[src/rtl/ctrl_pkg.sv]
// ctrl_pkg: shared state, opcode and control-field encodings for the CPU decoders
package ctrl_pkg;
    typedef enum logic [3:0] {
        S_FETCH    = 4'd0,
        S_DECODE   = 4'd1,
        S_MEMADR   = 4'd2,
        S_MEMRD    = 4'd3,
        S_MEMWB    = 4'd4,
        S_MEMWR    = 4'd5,
        S_RTYPE_EX = 4'd6,
        S_RTYPE_WB = 4'd7,
        S_BEQ      = 4'd8,
        S_BNE      = 4'd9,
        S_ADDI_EX  = 4'd10,
        S_ADDI_WB  = 4'd11,
        S_JAL      = 4'd12
    } state_t;
    localparam logic [5:0] OP_RTYPE = 6'b000000;
    localparam logic [5:0] OP_LW    = 6'b100011;
    localparam logic [5:0] OP_SW    = 6'b101011;
    localparam logic [5:0] OP_BEQ   = 6'b000100;
    localparam logic [5:0] OP_BNE   = 6'b000101;
    localparam logic [5:0] OP_ADDI  = 6'b001000;
    localparam logic [5:0] OP_JAL   = 6'b000011;
    localparam logic [1:0] ALU_ADD   = 2'b00;
    localparam logic [1:0] ALU_SUB   = 2'b01;
    localparam logic [1:0] ALU_FUNCT = 2'b10;
    localparam logic [1:0] SRCB_REGB    = 2'b00;
    localparam logic [1:0] SRCB_FOUR    = 2'b01;
    localparam logic [1:0] SRCB_IMM     = 2'b10;
    localparam logic [1:0] SRCB_IMM_SH2 = 2'b11;
    localparam logic [1:0] PC_ALU    = 2'b00;
    localparam logic [1:0] PC_ALUOUT = 2'b01;
    localparam logic [1:0] PC_JUMP   = 2'b10;
endpackage

[src/rtl/retire_counter.sv]
// retire_counter: wrapping count of retired instructions
module retire_counter #(
    parameter int CNT_W = 32
) (
    input  logic             clk,
    input  logic             reset,
    input  logic             inc,
    output logic [CNT_W-1:0] count
);
    // count up once per retire, wrapping naturally
    always_ff @(posedge clk or posedge reset)
        if (reset) count <= '0;
        else if (inc) count <= count + CNT_W'(1);
endmodule

[src/rtl/multicycle_controller.sv]
// multicycle_controller: multi-cycle datapath sequencer with memory-ready wait states
module multicycle_controller
    import ctrl_pkg::*;
#(
    parameter int OPCODE_W      = 6,
    parameter int CNT_W         = 32,
    parameter bit USE_MEM_READY = 1'b1
) (
    input  logic                clk,
    input  logic                reset,
    input  logic [OPCODE_W-1:0] opcode,
    input  logic                mem_ready,
    output logic                pc_write,
    output logic                ir_write,
    output logic                reg_write,
    output logic                mem_write,
    output logic                iord,
    output logic                mem_to_reg,
    output logic                reg_dest,
    output logic                alu_src_a,
    output logic                jal,
    output logic [1:0]          alu_src_b,
    output logic [1:0]          pc_src,
    output logic [1:0]          alu_op,
    output logic                branch_eq,
    output logic                branch_ne,
    output logic                illegal,
    output logic                retire,
    output logic [CNT_W-1:0]    retired_cnt,
    output logic [3:0]          state
);
    state_t cur, nxt, dec_nxt;
    logic rdy;
    assign rdy = mem_ready | ~USE_MEM_READY;
    assign state = cur;
    // opcode dispatch out of DECODE; unknown opcodes fall back to FETCH
    always_comb begin
        dec_nxt = (opcode == OPCODE_W'(OP_RTYPE)) ? S_RTYPE_EX :
                  (opcode == OPCODE_W'(OP_LW) || opcode == OPCODE_W'(OP_SW)) ? S_MEMADR :
                  (opcode == OPCODE_W'(OP_BEQ)) ? S_BEQ :
                  (opcode == OPCODE_W'(OP_BNE)) ? S_BNE :
                  (opcode == OPCODE_W'(OP_ADDI)) ? S_ADDI_EX :
                  (opcode == OPCODE_W'(OP_JAL)) ? S_JAL : S_FETCH;
    end
    // next-state sequencing; memory states stall until ready
    always_comb begin
        nxt = S_FETCH;
        case (cur)
            S_FETCH:    nxt = rdy ? S_DECODE : S_FETCH;
            S_DECODE:   nxt = dec_nxt;
            S_MEMADR:   nxt = (opcode == OPCODE_W'(OP_SW)) ? S_MEMWR : S_MEMRD;
            S_MEMRD:    nxt = rdy ? S_MEMWB : S_MEMRD;
            S_MEMWR:    nxt = rdy ? S_FETCH : S_MEMWR;
            S_RTYPE_EX: nxt = S_RTYPE_WB;
            S_ADDI_EX:  nxt = S_ADDI_WB;
            default:    nxt = S_FETCH;
        endcase
    end
    // state register
    always_ff @(posedge clk or posedge reset)
        if (reset) cur <= S_FETCH;
        else cur <= nxt;
    // per-state output decode; write enables and pulses are masked during reset
    always_comb begin
        pc_write = 1'b0; ir_write = 1'b0; reg_write = 1'b0; mem_write = 1'b0;
        iord = 1'b0; mem_to_reg = 1'b0; reg_dest = 1'b0; alu_src_a = 1'b0; jal = 1'b0;
        alu_src_b = SRCB_REGB; pc_src = PC_ALU; alu_op = ALU_ADD;
        branch_eq = 1'b0; branch_ne = 1'b0; illegal = 1'b0; retire = 1'b0;
        case (cur)
            S_FETCH:    begin alu_src_b = SRCB_FOUR; ir_write = rdy; pc_write = rdy; end
            S_DECODE:   begin alu_src_b = SRCB_IMM_SH2; illegal = (dec_nxt == S_FETCH); end
            S_MEMADR:   begin alu_src_a = 1'b1; alu_src_b = SRCB_IMM; end
            S_MEMRD:    iord = 1'b1;
            S_MEMWB:    begin reg_write = 1'b1; mem_to_reg = 1'b1; retire = 1'b1; end
            S_MEMWR:    begin iord = 1'b1; mem_write = 1'b1; retire = rdy; end
            S_RTYPE_EX: begin alu_src_a = 1'b1; alu_op = ALU_FUNCT; end
            S_RTYPE_WB: begin reg_write = 1'b1; reg_dest = 1'b1; retire = 1'b1; end
            S_BEQ:      begin alu_src_a = 1'b1; alu_op = ALU_SUB; pc_src = PC_ALUOUT; branch_eq = 1'b1; retire = 1'b1; end
            S_BNE:      begin alu_src_a = 1'b1; alu_op = ALU_SUB; pc_src = PC_ALUOUT; branch_ne = 1'b1; retire = 1'b1; end
            S_ADDI_EX:  begin alu_src_a = 1'b1; alu_src_b = SRCB_IMM; end
            S_ADDI_WB:  begin reg_write = 1'b1; retire = 1'b1; end
            S_JAL:      begin pc_write = 1'b1; pc_src = PC_JUMP; jal = 1'b1; reg_write = 1'b1; retire = 1'b1; end
            default:    ;
        endcase
        if (reset) begin
            pc_write = 1'b0; ir_write = 1'b0; reg_write = 1'b0; mem_write = 1'b0;
            illegal = 1'b0; retire = 1'b0;
        end
    end
    retire_counter #(.CNT_W(CNT_W)) u_retire_counter (
        .clk   (clk),
        .reset (reset),
        .inc   (retire),
        .count (retired_cnt)
    );
endmodule

[config.mk]
export PLATFORM = sky130hd
export DESIGN_NAME = multicycle_controller
export DESIGN_NICKNAME = d
export VERILOG_FILES = /design/src/rtl/ctrl_pkg.sv /design/src/rtl/retire_counter.sv /design/src/rtl/multicycle_controller.sv
export SDC_FILE = /design/constraint.sdc
export NUM_CORES = 1
export LEC_CHECK = 0
export BUFFER_PORTS_ARGS = -buffer_cell sky130_fd_sc_hd__buf_2
export CAP_MARGIN = 20
export CORE_MARGIN = 10
export CORE_UTILIZATION = 53
export DETAILED_ROUTE_END_ITERATION = 8
export PLACE_DENSITY = 0.84
export SETUP_SLACK_MARGIN = 0.4
export SLEW_MARGIN = 30
export SYNTH_ARGS = -nofsm -noshare
export SYNTH_HDL_FRONTEND = slang
export SYNTH_SLANG_ARGS = --single-unit
export TNS_END_PERCENT = 30
[constraint.sdc]
create_clock -name clk -period 4.73 [get_ports clk]
set_clock_uncertainty 0.1 [all_clocks]
set_input_delay 0.473 -clock clk [delete_from_list [all_inputs] [get_ports clk]]
set_output_delay 0.473 -clock clk [all_outputs]
set_load 0.02 [all_outputs]
==> Flow_metrics.wiki <==
{| class="wikitable"
! Metric !! Value
|-
| Setup repair after global routing missed its margin || false
|-
| Clk Tree Root Cell || clkbuf_8
|-
| Clock-pin transition on the worst setup and hold timing paths || 70 ps
|-
| Total length of routed wires || 4830 um
|-
| Relative area change from synthesis to final layout || 20.5%
|-
| Yosys warning count || 0
|-
| Number of nets in the final layout || 279
|-
| Number of buffers added on ports || 63
|-
| Insertion delay of the later-clocked pin in the worst-skew pair || 300 ps
|-
| Total overflow reported by the global router || 0
|-
| Number of DRC markers in iteration 0 || 69
|-
| Count of mapped cells out of synthesis || 206
|-
| Initial cell density of the core || 55.2%
|-
| Post-DR wirelength/cell || 15.2 um
|-
| Max-cap viol count || 0
|-
| First-pass GRT wire length || 7910 um
|-
| Area of the mapped netlist || 2020 um2
|-
| Share of the clock period used by the worst path || 53.3%
|-
| Remaining design rule violation count || 0
|-
| Fraction of layout cells with a size suffix above 1 || 30.5%
|-
| Library cells used by synthesis || 43
|-
| Pin count of the biggest net entering global routing || 38
|-
| Launch point of the worst path || state[2]$_DFF_PP0_
|-
| Arrival time at the worst endpoint || 1950 ps
|-
| Required time at the endpoint of the critical path || 4160 ps
|-
| Total track usage || 14.8%
|-
| Async S/R FF share, synth || 100%
|-
| Max frequency || 0.396 GHz
|-
| TritonCTS clock tree || built
|-
| Cell leakage power || 1.21 nW
|-
| Post-CTS Setup Bufs || 0
|-
| Part of the Yosys area used for sequential elements || 44.6%
|-
| CTS sink count || 36
|-
| Buffer levels on the longest clock path || 2
|-
| Row count || 22
|-
| Critical-path maximum fanout || 20
|-
| Hold violation total from the final report || 0
|-
| Post-route antenna net violation count || 0
|-
| Number of global-route vias before repair || 1732
|-
| Most instantiated cells after synthesis || dfrtp_1, xnor2_1, nor2_1, nand2_1
|-
| Number of enable flip-flop cells after synthesis || 0
|-
| Final weighted congestion in routability-driven placement || 0.792
|-
| Class of the worst hold path || input port to async pin
|-
| Mean number of vias per cell || 5.52
|-
| Most common cell in the synthesized netlist || dfrtp_1
|-
| Cts bufs inserted || 5
|-
| Yosys top cell by area || dfrtp_1
|-
| Max-slew violation total from the final report || 0
|-
| Max-Slew Margin vs Limit || 57.7%
|-
| Flops & latches, synth || 36
|-
| Type of element launching the critical path || flip-flop
|-
| # diodes || 0
|-
| Setup TNS || 0 ps
|-
| Area fraction of the dominant cell type after synthesis || 44.6%
|-
| Min Tclk post-route || 2520 ps
|-
| Vias || 1749
|-
| Reg-to-Reg Start || state[2]$_DFF_PP0_
|-
| Nets in the synthesized netlist || 216
|-
| Run status || complete, no violations
|-
| Gates resized, CTS repair || 0
|-
| Top area cells in the synthesized netlist || dfrtp_1, xnor2_1, nor2_1
|-
| Number of H-tree branching levels || 2
|-
| Area of the die || 6680 um2
|-
| Detailed placement HPWL || 3670 um
|-
| Top-level I/O count || 64
|-
| Critical path endpoint category || output port
|-
| Total of hold buffers inserted after clock tree synthesis || 0
|-
| Core footprint || 3660 um2
|-
| Classification of the worst setup path || flip-flop to output port
|-
| Tot Pwr || 0.000883 W
|-
| DIE WIDTH || 81.7 um
|-
| Total power divided by cell area || 363 nW/um2
|-
| Final setup violation count || 0
|-
| Post-synthesis area per instance || 9.81 um2
|-
| First-pass iteration count of the detailed router || 4
|-
| Maximum ir drop on the vdd rail || 0.225 mV
|-
| Vertical die dimension || 81.7 um
|-
| Transition at the pin with the smallest max-transition slack || 635 ps
|-
| Ys flop type || dfrtp_1
|-
| Antenna violations before repair || 0
|}
==> registers in the layout, indices dropped and copies added (netlist names) <==
register and count:
state 4, u_retire_counter.count 32
==> layout by cell type (no fill, tap or decap), drive strengths merged, types with 2 or more instances in the layout <==
cell type / n
clkbuf: 6
o21ai: 6
and4: 5
o22ai: 2
nor4: 2
a21oi: 8
nor3: 12
and3: 6
dfrtp: 36
or3: 4
buf: 64
nor2: 20
nand2: 17
or2: 2
nand4: 10
inv: 2
nand2b: 4
xnor2: 27
nand3: 13
xor2: 6
==> critical path, cell delays in order (launching register included) <==
cell and delay, ps:
dfrtp_1 750, nand2_1 250, o211ai_4 340, nor2_2 140, buf_2 180
==> per-layer routing <==
metal | wire [um] | part of all wire, % | global-route usage (%)
met1 | 2090 | 43 | 17.3
met2 | 2230 | 46 | 24.0
met3 | 417 | 8.6 | 5.46
met4 | 91 | 1.9 | 6.12
met5 | 0 | 0 | 0
==> where the power goes <==
part	total, W	switching (W)	internal, W
Clock	0.000203	0.000103	0.0000999
Combinational	0.000288	0.000180	0.000109
Sequential	0.000391	0.0000587	0.000332
Total	0.000883	0.000342	0.000541
==> logic make-up (layout without fill, tap and decap cells) <==
logic type / count (synthesis) / count (layout) / synth area share (%)
adders and majority gates: 1 / 1 / 0.619
buffers and inverters: 10 / 73 / 2.66
DFF: 36 / 36 / 44.6
AOI/OAI and AO/OA: 24 / 24 / 8.61
muxes: 1 / 1 / 0.557
and+or+nand+nor: 101 / 101 / 28.7
xor gates and xnor gates: 33 / 33 / 14.3
==> worst paths after layout <==
kind	depth (start not counted)	endpoint	slack (ps)
worst max register to register	5	u_retire_counter.count[29]$_DFFE_PP0P_	2450
worst min-delay path	3	u_retire_counter.count[0]$_DFFE_PP0P_	220
min in group clk	1	u_retire_counter.count[23]$_DFFE_PP0P_	380
worst max-delay path	4	retire	2210
worst min register to register	1	u_retire_counter.count[23]$_DFFE_PP0P_	380
max in group asynchronous	3	u_retire_counter.count[4]$_DFFE_PP0P_	3980
==> final cells by class <==
class                           count  area [um2]
Tap cell                           48        60.1
Multi-Input combinational cell    160        1070
Sequential cell                    36         901
Timing Repair Buffer               64         323
Clock buffer                        6        72.6
Fill cell                         292        1230
Clock inverter                      1        5.00
Inverter                            2        7.51
==> stage by stage <==
step	instances	hold WS (ps)	area (um2)	utilization, %	setup WS (ps)
global route	317	268	2430	66.5	2100
finish	317	222	2430	66.5	2210
CTS	317	238	2430	66.5	2210
floorplan	206	482	2020	-	2140
detailed placement	310	374	2360	64.4	2170
global placement	310	359	2360	64.4	2300
Note: power is estimated with default switching activity, not from simulation.
